--- config.mk ---
export PLATFORM = sky130hd
export DESIGN_NAME = mem_arbiter
export DESIGN_NICKNAME = d
export VERILOG_FILES = /design/src/rtl/mem_arbiter.sv
export SDC_FILE = /design/constraint.sdc
export NUM_CORES = 2
export LEC_CHECK = 0
export ABC_CLOCK_PERIOD_IN_PS = 6020
export BUFFER_PORTS_ARGS = -buffer_cell sky130_fd_sc_hd__buf_2
export CAP_MARGIN = 20
export CORE_MARGIN = 3
export CORE_UTILIZATION = 63
export DETAILED_ROUTE_END_ITERATION = 16
export PLACE_DENSITY = 0.8
export REMOVE_ABC_BUFFERS = 1
export SYNTH_ARGS = -nofsm -noshare
export SYNTH_HDL_FRONTEND = slang
export SYNTH_SLANG_ARGS = --single-unit
export TNS_END_PERCENT = 1
--- constraint.sdc ---
create_clock -name clk -period 6.02 [get_ports clk]
set_clock_uncertainty 0.2 [all_clocks]
set_input_delay 0.301 -clock clk [delete_from_list [all_inputs] [get_ports clk]]
set_output_delay 0.301 -clock clk [all_outputs]
set_load 0.01 [all_outputs]
--- src/rtl/mem_arbiter.sv ---
// -----------------------------------------------------------------------------
// mem_arbiter
// Arbitrates N_DEV requesters onto one single-port synchronous RAM. Each
// transaction is three cycles: latch winner (IDLE), perform the RAM operation
// and acknowledge (ACCESS), then release the grant (DONE).
//
// Ports
//   clk       : single clock, rising edge
//   rst_n     : asynchronous active-low reset (RAM contents are kept)
//   dev_req   : per-device request, level-sensitive
//   dev_we    : per-device write enable (1 = write, 0 = read)
//   dev_addr  : packed addresses, device i at [i*ADDR_W +: ADDR_W]
//   dev_di    : packed write data, device i at [i*DATA_W +: DATA_W]
//   dev_gnt   : one-hot grant, held for the whole transaction
//   dev_ack   : one-hot single-cycle completion pulse
//   mem_do    : read data, holds the last read value
//   busy      : high whenever the FSM is not in IDLE
//
// state  | meaning
// -------+---------------------------------------------------------------
// IDLE   | waiting; picks a winner and latches its request fields
// ACCESS | one RAM read or write for the latched request, ack issued
// DONE   | grant and ack dropped, return to IDLE
// -----------------------------------------------------------------------------
module mem_arbiter #(
    parameter int N_DEV     = 4,
    parameter int ADDR_W    = 8,
    parameter int DATA_W    = 8,
    parameter int PRIO_MODE = 0
) (
    input  logic                      clk,
    input  logic                      rst_n,
    input  logic [N_DEV-1:0]          dev_req,
    input  logic [N_DEV-1:0]          dev_we,
    input  logic [N_DEV*ADDR_W-1:0]   dev_addr,
    input  logic [N_DEV*DATA_W-1:0]   dev_di,
    output logic [N_DEV-1:0]          dev_gnt,
    output logic [N_DEV-1:0]          dev_ack,
    output logic [DATA_W-1:0]         mem_do,
    output logic                      busy
);

    localparam int IDX_W = (N_DEV > 1) ? $clog2(N_DEV) : 1;

    typedef enum logic [1:0] {
        IDLE   = 2'd0,
        ACCESS = 2'd1,
        DONE   = 2'd2
    } state_t;

    state_t              state;
    logic [IDX_W-1:0]    rr_ptr;
    logic [IDX_W-1:0]    win_idx;
    logic                win_found;
    logic [ADDR_W-1:0]   sel_addr;
    logic [DATA_W-1:0]   sel_di;
    logic                sel_we;
    logic [ADDR_W-1:0]   addr_lat;
    logic [DATA_W-1:0]   di_lat;
    logic                we_lat;
    int                  start_idx;
    int                  scan_idx;

    logic [DATA_W-1:0]   ram [(1 << ADDR_W)];

    // Winner search: rotate from rr_ptr in round-robin mode, from 0 in
    // fixed-priority mode; first requester found wins.
    always_comb begin
        win_found = 1'b0;
        win_idx   = '0;
        scan_idx  = 0;
        start_idx = (PRIO_MODE == 1) ? 0 : int'(rr_ptr);
        for (int k = 0; k < N_DEV; k++) begin
            scan_idx = (start_idx + k) % N_DEV;
            if (!win_found && dev_req[IDX_W'(scan_idx)]) begin
                win_found = 1'b1;
                win_idx   = IDX_W'(scan_idx);
            end
        end
    end

    // Constant-index mux of the winner's request fields.
    always_comb begin
        sel_addr = '0;
        sel_di   = '0;
        sel_we   = 1'b0;
        for (int k = 0; k < N_DEV; k++) begin
            if (win_idx == IDX_W'(k)) begin
                sel_addr = dev_addr[k*ADDR_W +: ADDR_W];
                sel_di   = dev_di[k*DATA_W +: DATA_W];
                sel_we   = dev_we[k];
            end
        end
    end

    always_ff @(posedge clk or negedge rst_n) begin
        if (!rst_n) begin
            state    <= IDLE;
            dev_gnt  <= '0;
            dev_ack  <= '0;
            busy     <= 1'b0;
            mem_do   <= '0;
            rr_ptr   <= '0;
            addr_lat <= '0;
            di_lat   <= '0;
            we_lat   <= 1'b0;
        end else begin
            case (state)
                IDLE: begin
                    if (win_found) begin
                        addr_lat <= sel_addr;
                        di_lat   <= sel_di;
                        we_lat   <= sel_we;
                        dev_gnt  <= N_DEV'(1) << win_idx;
                        busy     <= 1'b1;
                        state    <= ACCESS;
                        if (PRIO_MODE == 0) begin
                            rr_ptr <= (win_idx == IDX_W'(N_DEV - 1)) ? '0
                                                                     : win_idx + IDX_W'(1);
                        end
                    end
                end
                ACCESS: begin
                    dev_ack <= dev_gnt;
                    if (!we_lat) begin
                        mem_do <= ram[addr_lat];
                    end
                    state <= DONE;
                end
                DONE: begin
                    dev_gnt <= '0;
                    dev_ack <= '0;
                    busy    <= 1'b0;
                    state   <= IDLE;
                end
                default: begin
                    state <= IDLE;
                end
            endcase
        end
    end

    // Reset forces state to IDLE asynchronously, so an aborted write never
    // reaches the array; the array itself has no reset.
    always_ff @(posedge clk) begin
        if (state == ACCESS && we_lat) begin
            ram[addr_lat] <= di_lat;
        end
    end

endmodule

==> results by stage <==
Outcome:
- The run finished with clean final reports.

Clocking:
- The clock-pin slew on the worst setup and hold paths is approximately 60 ps.
- The clock reaches the later pin of the worst-skew pair after 840 ps.
- The number of setup buffers added after CTS is 0.
- The root buffer cell chosen for the clock tree is sky130_fd_sc_hd__clkbuf_16.
- TritonCTS built the clock tree.
- The number of clock buffers added by TritonCTS is 196.
- In this run the number of H-tree levels came out at 4.
- The clock sink total is 2086.
- The number of buffers between clock root and the deepest sink is 3.

Final layout:
- For this run, the share of the core covered by cells in the final layout is 70.91%.
- The final net count is slightly above 4k.
- The layout overhead on the synthesized area is 11.16%.
- Counting the fill cells in the layout gives ~7.1k.
- The share of post-route cells with drive strength above 1 is 25.16%.

GRT:
- The total global routing overflow is 0.
- Global routing consumed, over all layers together, 31.73% of the routing resources.
- The number of antenna violations at the first check in global routing is 5.
- The global-route wire length before repair is 306000 um.
- The pin count of the biggest net entering global routing is 222.
- The number of global-route vias before repair is 42.29k.

Logic synthesis:
- The synthesized design contains approximately 2k enable-type register cells.
- In the synthesized netlist the async set-or-reset flop fraction comes to 1.822%.
- Yosys attributes the largest share of cell area to sky130_fd_sc_hd__edfxtp_1 (75%), sky130_fd_sc_hd__mux4_2 (15%), sky130_fd_sc_hd__mux2i_1 (2.0%), sky130_fd_sc_hd__nor2_1 (1.3%), sky130_fd_sc_hd__dfrtp_1 (1.2%).
- Of the synthesized area, sequential elements account for 76.27%.
- After synthesis the netlist holds a flip-flop and latch count of 2086.
- After synthesis, the mean cell area works out to 21.28 um2.
- The largest total area in the synthesized netlist belongs to sky130_fd_sc_hd__edfxtp_1.
- Summing every instance area after synthesis gives 81880 um2.
- After synthesis, the netlist uses 57 different library cells.
- The most frequently used flop master after synthesis is sky130_fd_sc_hd__edfxtp_1.
- The area share of the largest cell type after synthesis is between 70% and 80%.
- During synthesis, Yosys emitted a total of 0 warnings.
- The post-synthesis cell count is a little under 4k.

Route:
- The number of nets with antenna violations after detailed routing is 0.
- Dividing the detail-routed wire length by the instance count gives 35.45 um.
- After detailed routing, the number of vias per cell comes to roughly 7.1.
- Before antenna repair, the detailed router went through 6 iterations.
- After detailed routing, the number of remaining DRC violations is 0.
- Summing over every cut layer, the via total after detailed routing is 42.30k.
- The number of DRC markers in iteration 0 is 6737.
- Summed over all layers, the routed wires come to around 210000 um.

Placement:
- The count of buffers added on input and output ports is 90.
- The post-DP HPWL is between 100000 and 150000 um.
- The congestion estimate from routability-driven global placement came to 0.9142.

STA:
- Setup violations remaining at the end of the flow were counted as 0.
- The worst slew margin relative to its limit is 14.65%.
- For the finished layout, the period the worst path requires is 4550 ps.
- The worst path uses 75.59% of the clock period.
- The max-slew violation count came to 0.
- Setup repair after global routing left no endpoint under its margin.
- For the pin with the worst max-slew slack, the measured transition is ~1300 ps.
- The maximum frequency from static timing analysis is 219.8 MHz.
- The summed negative setup slack over all endpoints is 0 ps.
- The total count of hold-check failures in the final report came to 0.

Hold path:
- In this run the worst hold path is classified as input port to register.

Pwr:
- In this run the power density over the cells is 458.8 nW/um2.
- VDD sags by at most 417.8 uV.
- In this run the static leakage power is 28.18 nW.

Setup path:
- The slowest stage cell on the critical path is sky130_fd_sc_hd__dfrtp_4.
- The worst setup path is captured at a register.
- Traced cell by cell, the critical path runs through buf_12 -> nand4bb_1 -> or2_2 -> o221ai_1 -> a31oi_1 -> o21ai_0 -> a31oi_1 -> o21ai_1.
- Along the worst path, the maximum fanout reaches 50.
- In this design, the stage delay of the slowest critical-path cell is 840 ps.
- The setup path with the least slack is of type register to register.
- The data arrival time at the worst-slack endpoint is 5040 ps.
- STA classifies the critical path startpoint as a register.
- The most used cell along the critical path is sky130_fd_sc_hd__a31oi_1.
- The endpoint required time on the critical path is 6510 ps.

Die:
- The I/O pin total is 91.
- The area of the core region is 128300 um2.
- The floorplan step set the die height to 366.5 um.
- The full die area is 134300 um2.
- From left edge to right edge, the die measures 366.5 um.
- The site row count is 131.
- The initial core utilization is 63.80%.

Flow run:
- The max-capacitance violation count is 0.
cell usage after synthesis (7+ instances only):
master	number
sky130_fd_sc_hd__nor3_1	37
sky130_fd_sc_hd__a21oi_1	37
sky130_fd_sc_hd__buf_1	24
sky130_fd_sc_hd__o221ai_1	8
sky130_fd_sc_hd__nor2_1	276
sky130_fd_sc_hd__buf_2	80
sky130_fd_sc_hd__nand3_1	31
sky130_fd_sc_hd__ha_1	9
sky130_fd_sc_hd__mux4_2	546
sky130_fd_sc_hd__nor2b_1	32
sky130_fd_sc_hd__nand2b_1	9
sky130_fd_sc_hd__mux2i_1	162
sky130_fd_sc_hd__nand2_1	98
sky130_fd_sc_hd__and3_1	9
sky130_fd_sc_hd__clkbuf_1	94
sky130_fd_sc_hd__edfxtp_1	2048
sky130_fd_sc_hd__a211oi_1	9
sky130_fd_sc_hd__a22o_1	16
sky130_fd_sc_hd__dfrtp_1	38
sky130_fd_sc_hd__a22oi_1	47
sky130_fd_sc_hd__a2111oi_0	10
sky130_fd_sc_hd__buf_4	24
sky130_fd_sc_hd__o22ai_1	25
sky130_fd_sc_hd__o21ai_0	57
sky130_fd_sc_hd__buf_6	17
sky130_fd_sc_hd__mux2_2	10
sky130_fd_sc_hd__o211ai_1	7
sky130_fd_sc_hd__a31oi_1	12
sky130_fd_sc_hd__inv_1	14
sequential cells by signal, indices dropped and copies added (netlist names):
| name | cells |
|---|---|
| we_lat | 1 |
| dev_ack | 4 |
| state | 2 |
| addr_lat | 8 |
| rr_ptr | 2 |
| dev_gnt | 4 |
| mem_do | 8 |
| busy | 1 |
| ram | 2048 |
| di_lat | 8 |
layout make-up:
| cell class | count | area, um2 | share of cell area [%] |
|---|---|---|---|
| clock inverters | 110 | 1031 | 1.133 |
| diodes | 6 | 15.01 | 0.01650 |
| well taps | 1729 | 2163 | 2.377 |
| clock buffers | 245 | 5171 | 5.682 |
| multi-input cells | 1506 | 18150 | 19.95 |
| repair buffers | 232 | 1922 | 2.112 |
| flip-flops and latches | 2086 | 62500 | 68.67 |
| inverters | 14 | 52.55 | 0.05774 |
path summary, 6_finish.rpt:
check                            start           to  slack (ps)  cells past startpoint
setup / recovery           addr_lat[5]    mem_do[4]        1470                      8
hold / removal              dev_req[0]    rr_ptr[1]          70                      5
setup reg to reg           addr_lat[5]    mem_do[4]        1470                      8
hold reg to reg                   busy         busy         320                      1
max in group asynchronous        rst_n  addr_lat[2]        4590                      4
min in group asynchronous        rst_n  addr_lat[4]         470                      4
metrics by stage:
step | cells | area [um2] | total power (W) | hold slack, ps | worst slack, ps
CTS | 5919 | 90910 | 0.04159 | 14.77 | 1441
global placement | 5526 | 84330 | 0.02921 | 246.4 | 1844
global route | 5922 | 90990 | 0.04280 | 42.43 | 1415
finish | 5928 | 91010 | 0.04175 | 70.17 | 1470
floorplan | 3606 | 80630 | 0.02616 | -194.6 | -16680
detailed placement | 5526 | 84330 | 0.02946 | 250.5 | 1807
worst max-delay path: cells and delay by family (launching register included):
kind	cells	cell delay, ps
buffers and inverters	1	440
AOI/OAI and AO/OA	5	1760
and+or+nand+nor	2	1080
DFF	1	840
metal layers:
| layer | global-route usage, % | wire [um] | up-vias |
|---|---|---|---|
| li1 | - | - | 16380 |
| met1 | 43.05 | 72930 | 21910 |
| met2 | 50.04 | 102300 | 3369 |
| met3 | 8.328 | 24910 | 633 |
| met4 | 12.96 | 10050 | 0 |
| met5 | 0 | 0 | - |
kinds of logic (layout without fill, tap and decap cells):
logic type | after synthesis | in the layout | synth area share [%]
compound gates | 259 | 259 | 2.118
simple gates | 520 | 520 | 2.743
buf+inv | 256 | 601 | 1.591
flops | 2086 | 2086 | 76.27
mux | 718 | 718 | 17.14
fa+ha+maj | 9 | 9 | 0.1375
other cells | 0 | 6 | 0
report_power, final:
part	total (W)	switching (W)	internal, W
registers	0.0187	0.000923	0.0178
clock network	0.0121	0.00541	0.00667
logic	0.0110	0.00676	0.00421
cell usage in the layout (no fill, tap or decap), types with 20 or more instances in the layout:
| cell | instances |
|---|---|
| sky130_fd_sc_hd__buf_4 | 81 |
| sky130_fd_sc_hd__buf_12 | 20 |
| sky130_fd_sc_hd__buf_2 | 90 |
| sky130_fd_sc_hd__a22oi_1 | 47 |
| sky130_fd_sc_hd__dfrtp_1 | 24 |
| sky130_fd_sc_hd__nand2_1 | 98 |
| sky130_fd_sc_hd__o21ai_0 | 57 |
| sky130_fd_sc_hd__a21oi_1 | 37 |
| sky130_fd_sc_hd__clkinv_1 | 34 |
| sky130_fd_sc_hd__nor3_1 | 33 |
| sky130_fd_sc_hd__edfxtp_1 | 2048 |
| sky130_fd_sc_hd__nor2b_1 | 30 |
| sky130_fd_sc_hd__clkbuf_1 | 43 |
| sky130_fd_sc_hd__nor2_1 | 274 |
| sky130_fd_sc_hd__dlygate4sd3_1 | 38 |
| sky130_fd_sc_hd__nand3_1 | 31 |
| sky130_fd_sc_hd__clkinv_2 | 36 |
| sky130_fd_sc_hd__mux2i_1 | 162 |
| sky130_fd_sc_hd__mux4_2 | 546 |
| sky130_fd_sc_hd__o22ai_1 | 25 |
| sky130_fd_sc_hd__clkbuf_16 | 198 |
what timing repair did:
item                      4_1_cts  5_1_grt
gates resized for setup         0        0
hold buffers                   38        0
hold endpoints to repair       57        0
Power figures use the tool's default switching activity.
